File: src/rtl/game_pkg.sv
// Shared types and box-overlap arithmetic for the game-outcome controller.
package game_pkg;

  localparam int unsigned COORD_W = 10;

  typedef enum logic [1:0] {
    PLAY,
    DEATH,
    GAME_OVER,
    WIN
  } state_e;

  // Low edge saturates at zero so a sprite near the origin never wraps to the far side.
  function automatic logic [COORD_W:0] lo_edge(input logic [COORD_W-1:0] c,
                                               input logic [COORD_W-1:0] s);
    return (c >= s) ? {1'b0, c - s} : '0;
  endfunction

  function automatic logic [COORD_W:0] hi_edge(input logic [COORD_W-1:0] c,
                                               input logic [COORD_W-1:0] s);
    return {1'b0, c} + {1'b0, s};
  endfunction

  function automatic logic box_hit(input logic [COORD_W-1:0] xa, input logic [COORD_W-1:0] ya,
                                   input logic [COORD_W-1:0] sa, input logic [COORD_W-1:0] xb,
                                   input logic [COORD_W-1:0] yb, input logic [COORD_W-1:0] sb);
    return (lo_edge(xa, sa) <= hi_edge(xb, sb)) && (hi_edge(xa, sa) >= lo_edge(xb, sb)) &&
           (lo_edge(ya, sa) <= hi_edge(yb, sb)) && (hi_edge(ya, sa) >= lo_edge(yb, sb));
  endfunction

endpackage

File: src/rtl/box_overlap.sv
// Combinational overlap test between two centre/half-size boxes; touching edges hit.
module box_overlap
  import game_pkg::*;
(
  input  logic [COORD_W-1:0] x_a_i,
  input  logic [COORD_W-1:0] y_a_i,
  input  logic [COORD_W-1:0] size_a_i,
  input  logic [COORD_W-1:0] x_b_i,
  input  logic [COORD_W-1:0] y_b_i,
  input  logic [COORD_W-1:0] size_b_i,
  output logic               hit_o
);

  assign hit_o = box_hit(x_a_i, y_a_i, size_a_i, x_b_i, y_b_i, size_b_i);

endmodule

File: src/rtl/game_state_ctrl.sv
// Game-outcome controller: per-frame ghost collision, lives, frightened window,
// death freeze and win/lose terminal states.
module game_state_ctrl
  import game_pkg::*;
#(
  parameter int unsigned NUM_GHOSTS    = 4,
  parameter int unsigned NUM_PELLETS   = 241,
  parameter int unsigned LIVES_INIT    = 3,
  parameter int unsigned FRIGHT_FRAMES = 360,
  parameter int unsigned DEATH_FRAMES  = 90
) (
  input  logic                            Clk,
  input  logic                            Reset,
  input  logic                            Frame_tick,
  input  logic [NUM_GHOSTS*COORD_W-1:0]   X_ghost,
  input  logic [NUM_GHOSTS*COORD_W-1:0]   Y_ghost,
  input  logic [COORD_W-1:0]              Size_ghost,
  input  logic [COORD_W-1:0]              X_pac,
  input  logic [COORD_W-1:0]              Y_pac,
  input  logic [COORD_W-1:0]              Size_pac,
  input  logic [NUM_PELLETS-1:0]          Not_ate,
  input  logic                            Power_eaten,
  input  logic                            Restart,
  output logic [2:0]                      Lives,
  output logic                            Frightened,
  output logic [NUM_GHOSTS-1:0]           Ghost_eaten,
  output logic                            Kill,
  output logic                            Freeze,
  output logic                            Game_over,
  output logic                            Win
);

  localparam int unsigned FCNT_W = $clog2(FRIGHT_FRAMES + 1);
  localparam int unsigned DCNT_W = $clog2(DEATH_FRAMES + 1);
  localparam logic [FCNT_W-1:0] FRIGHT_LOAD = FCNT_W'(FRIGHT_FRAMES - 1);
  localparam logic [DCNT_W-1:0] DEATH_LOAD  = DCNT_W'(DEATH_FRAMES - 1);
  localparam logic [2:0]        LIVES_RST   = 3'(LIVES_INIT);

  state_e                  state_q, state_d;
  logic [2:0]              lives_q, lives_d;
  logic [FCNT_W-1:0]       fcnt_q, fcnt_d;
  logic [DCNT_W-1:0]       dcnt_q, dcnt_d;
  logic                    fright_q, fright_d;
  logic                    pend_q, pend_d;
  logic                    kill_q, kill_d;
  logic [NUM_GHOSTS-1:0]   geaten_q, geaten_d;
  logic [NUM_GHOSTS-1:0]   hit;
  logic                    pwr;

  for (genvar g = 0; g < NUM_GHOSTS; g++) begin : g_ghost
    box_overlap u_box (
      .x_a_i   (X_pac),
      .y_a_i   (Y_pac),
      .size_a_i(Size_pac),
      .x_b_i   (X_ghost[g*COORD_W +: COORD_W]),
      .y_b_i   (Y_ghost[g*COORD_W +: COORD_W]),
      .size_b_i(Size_ghost),
      .hit_o   (hit[g])
    );
  end

  assign pwr = pend_q | Power_eaten;

  always_comb begin
    state_d  = state_q;
    lives_d  = lives_q;
    fcnt_d   = fcnt_q;
    dcnt_d   = dcnt_q;
    fright_d = fright_q;
    pend_d   = pwr;
    kill_d   = 1'b0;
    geaten_d = '0;
    if (Frame_tick) begin
      // Pending power is consumed on every tick; outside PLAY it is simply dropped.
      pend_d = 1'b0;
      unique case (state_q)
        PLAY: begin
          if (pwr) begin
            fcnt_d   = FRIGHT_LOAD;
            fright_d = 1'b1;
          end else if (fcnt_q != '0) begin
            fcnt_d = fcnt_q - FCNT_W'(1);
          end else begin
            fright_d = 1'b0;
          end
          if (Not_ate == '0) begin
            state_d  = WIN;
            fcnt_d   = '0;
            fright_d = 1'b0;
          end else if ((|hit) && !fright_q) begin
            kill_d   = 1'b1;
            lives_d  = lives_q - 3'd1;
            fcnt_d   = '0;
            fright_d = 1'b0;
            if (lives_q == 3'd1) begin
              state_d = GAME_OVER;
            end else begin
              state_d = DEATH;
              dcnt_d  = DEATH_LOAD;
            end
          end else if (fright_q) begin
            geaten_d = hit;
          end
        end
        DEATH: begin
          if (dcnt_q == '0) state_d = PLAY;
          else dcnt_d = dcnt_q - DCNT_W'(1);
        end
        GAME_OVER, WIN: begin
          if (Restart) begin
            state_d  = PLAY;
            lives_d  = LIVES_RST;
            fcnt_d   = '0;
            dcnt_d   = '0;
            fright_d = 1'b0;
          end
        end
      endcase
    end
  end

  always_ff @(posedge Clk or posedge Reset) begin
    if (Reset) begin
      state_q  <= PLAY;
      lives_q  <= LIVES_RST;
      fcnt_q   <= '0;
      dcnt_q   <= '0;
      fright_q <= 1'b0;
      pend_q   <= 1'b0;
      kill_q   <= 1'b0;
      geaten_q <= '0;
    end else begin
      state_q  <= state_d;
      lives_q  <= lives_d;
      fcnt_q   <= fcnt_d;
      dcnt_q   <= dcnt_d;
      fright_q <= fright_d;
      pend_q   <= pend_d;
      kill_q   <= kill_d;
      geaten_q <= geaten_d;
    end
  end

  assign Lives       = lives_q;
  assign Frightened  = fright_q;
  assign Ghost_eaten = geaten_q;
  assign Kill        = kill_q;
  assign Freeze      = (state_q != PLAY);
  assign Game_over   = (state_q == GAME_OVER);
  assign Win         = (state_q == WIN);

endmodule

File: config.mk
export PLATFORM = sky130hd
export DESIGN_NAME = game_state_ctrl
export DESIGN_NICKNAME = d
export VERILOG_FILES = /design/src/rtl/game_pkg.sv /design/src/rtl/box_overlap.sv /design/src/rtl/game_state_ctrl.sv
export SDC_FILE = /design/constraint.sdc
export NUM_CORES = 1
export LEC_CHECK = 0
export BUFFER_PORTS_ARGS = -buffer_cell sky130_fd_sc_hd__buf_4
export CORE_MARGIN = 1
export CORE_UTILIZATION = 40
export DETAILED_ROUTE_END_ITERATION = 16
export GPL_TIMING_DRIVEN = 0
export SYNTH_ARGS = -nofsm -noshare
export SYNTH_HDL_FRONTEND = slang
export SYNTH_SLANG_ARGS = --single-unit
File: constraint.sdc
create_clock -name Clk -period 2.4 [get_ports Clk]
set_clock_uncertainty 0.15 [all_clocks]
set_input_delay 0.36 -clock Clk [delete_from_list [all_inputs] [get_ports Clk]]
set_output_delay 0.36 -clock Clk [all_outputs]
set_load 0.01 [all_outputs]
==> metrics.md <==
| Metric | Value |
|---|---|
| Synth warnings | 0 |
| Critical path's largest stage delay | 0.42 ns |
| Largest family of logic cells by synthesized area | adder cells |
| Ys flop type | dfrtp_1 |
| Dominant cell type by area after synthesis | ha_1 |
| Syn Inst Count | around 1900 |
| Final wirelength | 58300 um |
| Unrepaired setup endpoints after global routing | true |
| Area of the mapped netlist | roughly 14000 um^2 |
| Syn_nets | 2668 |
| Starting Density | 0.409 |
| Aggregate global-route resource usage | 0.303 |
| Share of cells above drive strength 1 | 0.309 |
| Die area | 36200 um^2 |
| Yosys cell types | 84 |
| Area Overhead vs Synth | 40.8% |
| Failing checks | negative setup slack |
| Routed Antenna Nets | 0 |
| Clk sinks | 28 |
| First-pass GRT wire length | 84800 um |
| EDFF count, synth | 0 |
| Port Buffer Count | 377 |
| Initial antenna violation count | 1 |
| Post-synthesis xor/xnor area fraction | 0.0667 |
| Pin count of the biggest net entering global routing | 29 |
| PwrDens | 442 nW/um^2 |
| Root Buffer | clkbuf_16 |
| FMAX | 200 MHz |
| Seq cells post-synth | 28 |
| Post-DP HPWL | between 40000 and 50000 um |
| Via count | 16291 |
| Final Hold Fails | 0 |
| Total power | approximately 9 mW |
| Place WS | -4.46 ns |
| Share of the synthesized area in the top cell type | 0.315 |
| Most frequent cells in the layout | buf_4 (447), ha_1 (319), inv_1 (168) |
| Die Height | 190 um |
| Setup Viol. Count Final | 27 |
| Slowest cell on crit path | a221o_2 |
| CTS tree | built |
| Crit path arrival time | 5.04 ns |
| Max Cap Viol | 0 |
| DR DRC count | 0 |
| Reg clk slew, reported paths | roughly 0.070 ns |
| Via-per-instance ratio | 5.74 |
| Initial DRC Count | 915 |
| Depth of the CTS H-tree | 1 |
| Cts hold-fix bufs | 0 |
| Sequential area share after synthesis | 0.0496 |
| Clock buffer depth | 2 |
| GR Overflow Total | 0 |
| Async S/R FF share, synth | 1.00 |
| Clk_lat worst skew | 0.27 ns |
| TritonCTS Buffers | 3 |
| Final core occ | 0.576 |
| Post-Synth Adder-Cell Area | 0.343 |
| Worst min path class | input port to flop |
| Final WS setup | -2.59 ns |
| Critical path capture point type | flop |
| Post-synthesis simple-gate area fraction | 0.234 |
| Worst setup SP type | input port |
| Post-synthesis compound-gate area fraction | 0.245 |
| Most common cell after layout, fill and taps aside | buf_4 |
| Final Max Tran Viols | 0 |
| Nets@finish | 3125 |
| Largest cells by area after synthesis | ha_1 (31%), a21oi_1 (5.2%), xnor2_1 (4.9%) |
| Worst path required time | 2.45 ns |
| Mux contribution to synthesized area | 0.000705 |
| Pre-antenna DRT Iters | 5 |
| Slew @ Worst Pin | 1.08 ns |
| Gpl congestion | 0.919 |
| Worst relative slew slack | 0.282 |
| Run status | finished, violations left |
| Count of standard-cell rows | 68 |
| Critical Path Most Common Cell | buf_6 |
| VDD IR max | around 0.35 mV |
| Die X | 190 um |
| Final period demand of the worst path | 4.99 ns |
| Total I/O pin count | about 380 |
| Avg WL per Cell | 20.5 um |
| CP Class | input port to flop |
| Pleak | 9.33 nW |
| Worst Path Max Fanout | 6 |
| Fillers | roughly 3300 |
| Fin Hold WS | 0.198 ns |
| Vias in the first global route | 15478 |
| Tcrit/Tclk final | 2.08 |
| Area of the core | 34700 um^2 |
| Mapped Avg Cell Area | around 7.4 um^2 |
==> cell type report <==
cell class                 instances  area [um^2]  area share
multi-input combinational       1673        14000       0.700
timing repair buffer             479         3830       0.192
inverter                         180          712      0.0356
sequential                        28          703      0.0352
tap                              455          569      0.0285
buffer                            17          103     0.00513
clock buffer                       4         78.8     0.00394
antenna                            1         2.50    0.000125
==> critical path, delay by kind of cell <==
kind,cells,cell delay [ns]
compound gates,13,2.79
simple gates,5,0.43
buf+inv,8,0.83
fa+ha+maj,3,0.61
==> per-layer routing <==
metal	wire [um]	vias to the layer above	track usage
li1	-	7922	-
met1	24500	7670	0.383
met2	28400	595	0.542
met3	3360	104	0.0167
met4	2060	0	0.100
met5	0	-	0
==> path summary, 6_finish.rpt <==
path | endpoint | depth (start not counted) | from | slack [ns]
setup / recovery | dcnt_q[4] | 29 | Y_pac[0] | -2.59
hold / removal | pend_q | 2 | Frame_tick | 0.20
setup reg to reg | fcnt_q[5] | 11 | fcnt_q[0] | -0.32
hold reg to reg | dcnt_q[1] | 1 | dcnt_q[1] | 0.39
max in group asynchronous | pend_q | 2 | Reset | 1.24
min in group asynchronous | dcnt_q[2] | 2 | Reset | 0.21
==> what timing repair did <==
item                                    4_1_cts  5_1_grt
resized for setup                           190      178
pin swaps                                    60       78
endpoints found under the setup margin       27       28
hold endpoints to repair                      0        0
gates cloned                                  1        0
buffers inserted                             63       41
==> registers in the layout (all words and copies together) (netlist names) <==
register,cells
fcnt_q,9
dcnt_q,7
Ghost_eaten,4
Lives,3
state_q,2
Frightened,1
Kill,1
pend_q,1
==> logic make-up (layout without fill, tap and decap cells) <==
logic type | after synthesis | in the layout
flip-flops | 28 | 28
AO/OA/AOI/OAI | 522 | 523
other | 0 | 1
adder cells (fa/ha/maj) | 377 | 377
AND/OR/NAND/NOR | 664 | 664
XOR/XNOR | 108 | 108
multiplexers | 1 | 1
buffers and inverters | 225 | 680
==> per-stage QoR <==
step | std cells | instance area, um^2 | TNS, ns
final | 2837 | 20000 | -65.27
after global routing | 2837 | 20000 | -68.44
after CTS | 2806 | 19000 | -63.99
after detailed placement | 2757 | 17700 | -115.12
after global placement | 2757 | 17700 | -113.91
after floorplan | 1925 | 14300 | -60.67
==> where the power goes <==
group | internal, mW | leakage (nW) | switching, mW | total, mW
sequential | 0.623 | 0.351 | 0.164 | 0.786
combinational | 3.46 | 8.94 | 4.19 | 7.65
clock | 0.228 | 0.0382 | 0.172 | 0.400
==> synth_stat cells, types with 28 or more instances <==
cell	n
a21boi_0	31
a21o_1	32
a21oi_1	148
clkbuf_1	36
ha_1	357
inv_1	179
nand2_1	147
nand3_1	40
nand4_1	48
nor2_1	169
nor2b_1	37
nor3_1	46
nor4_1	66
o21a_1	31
o21ai_0	95
o21bai_1	32
xnor2_1	80
xor2_1	28
No activity file was read; power rests on OpenSTA's default activity.
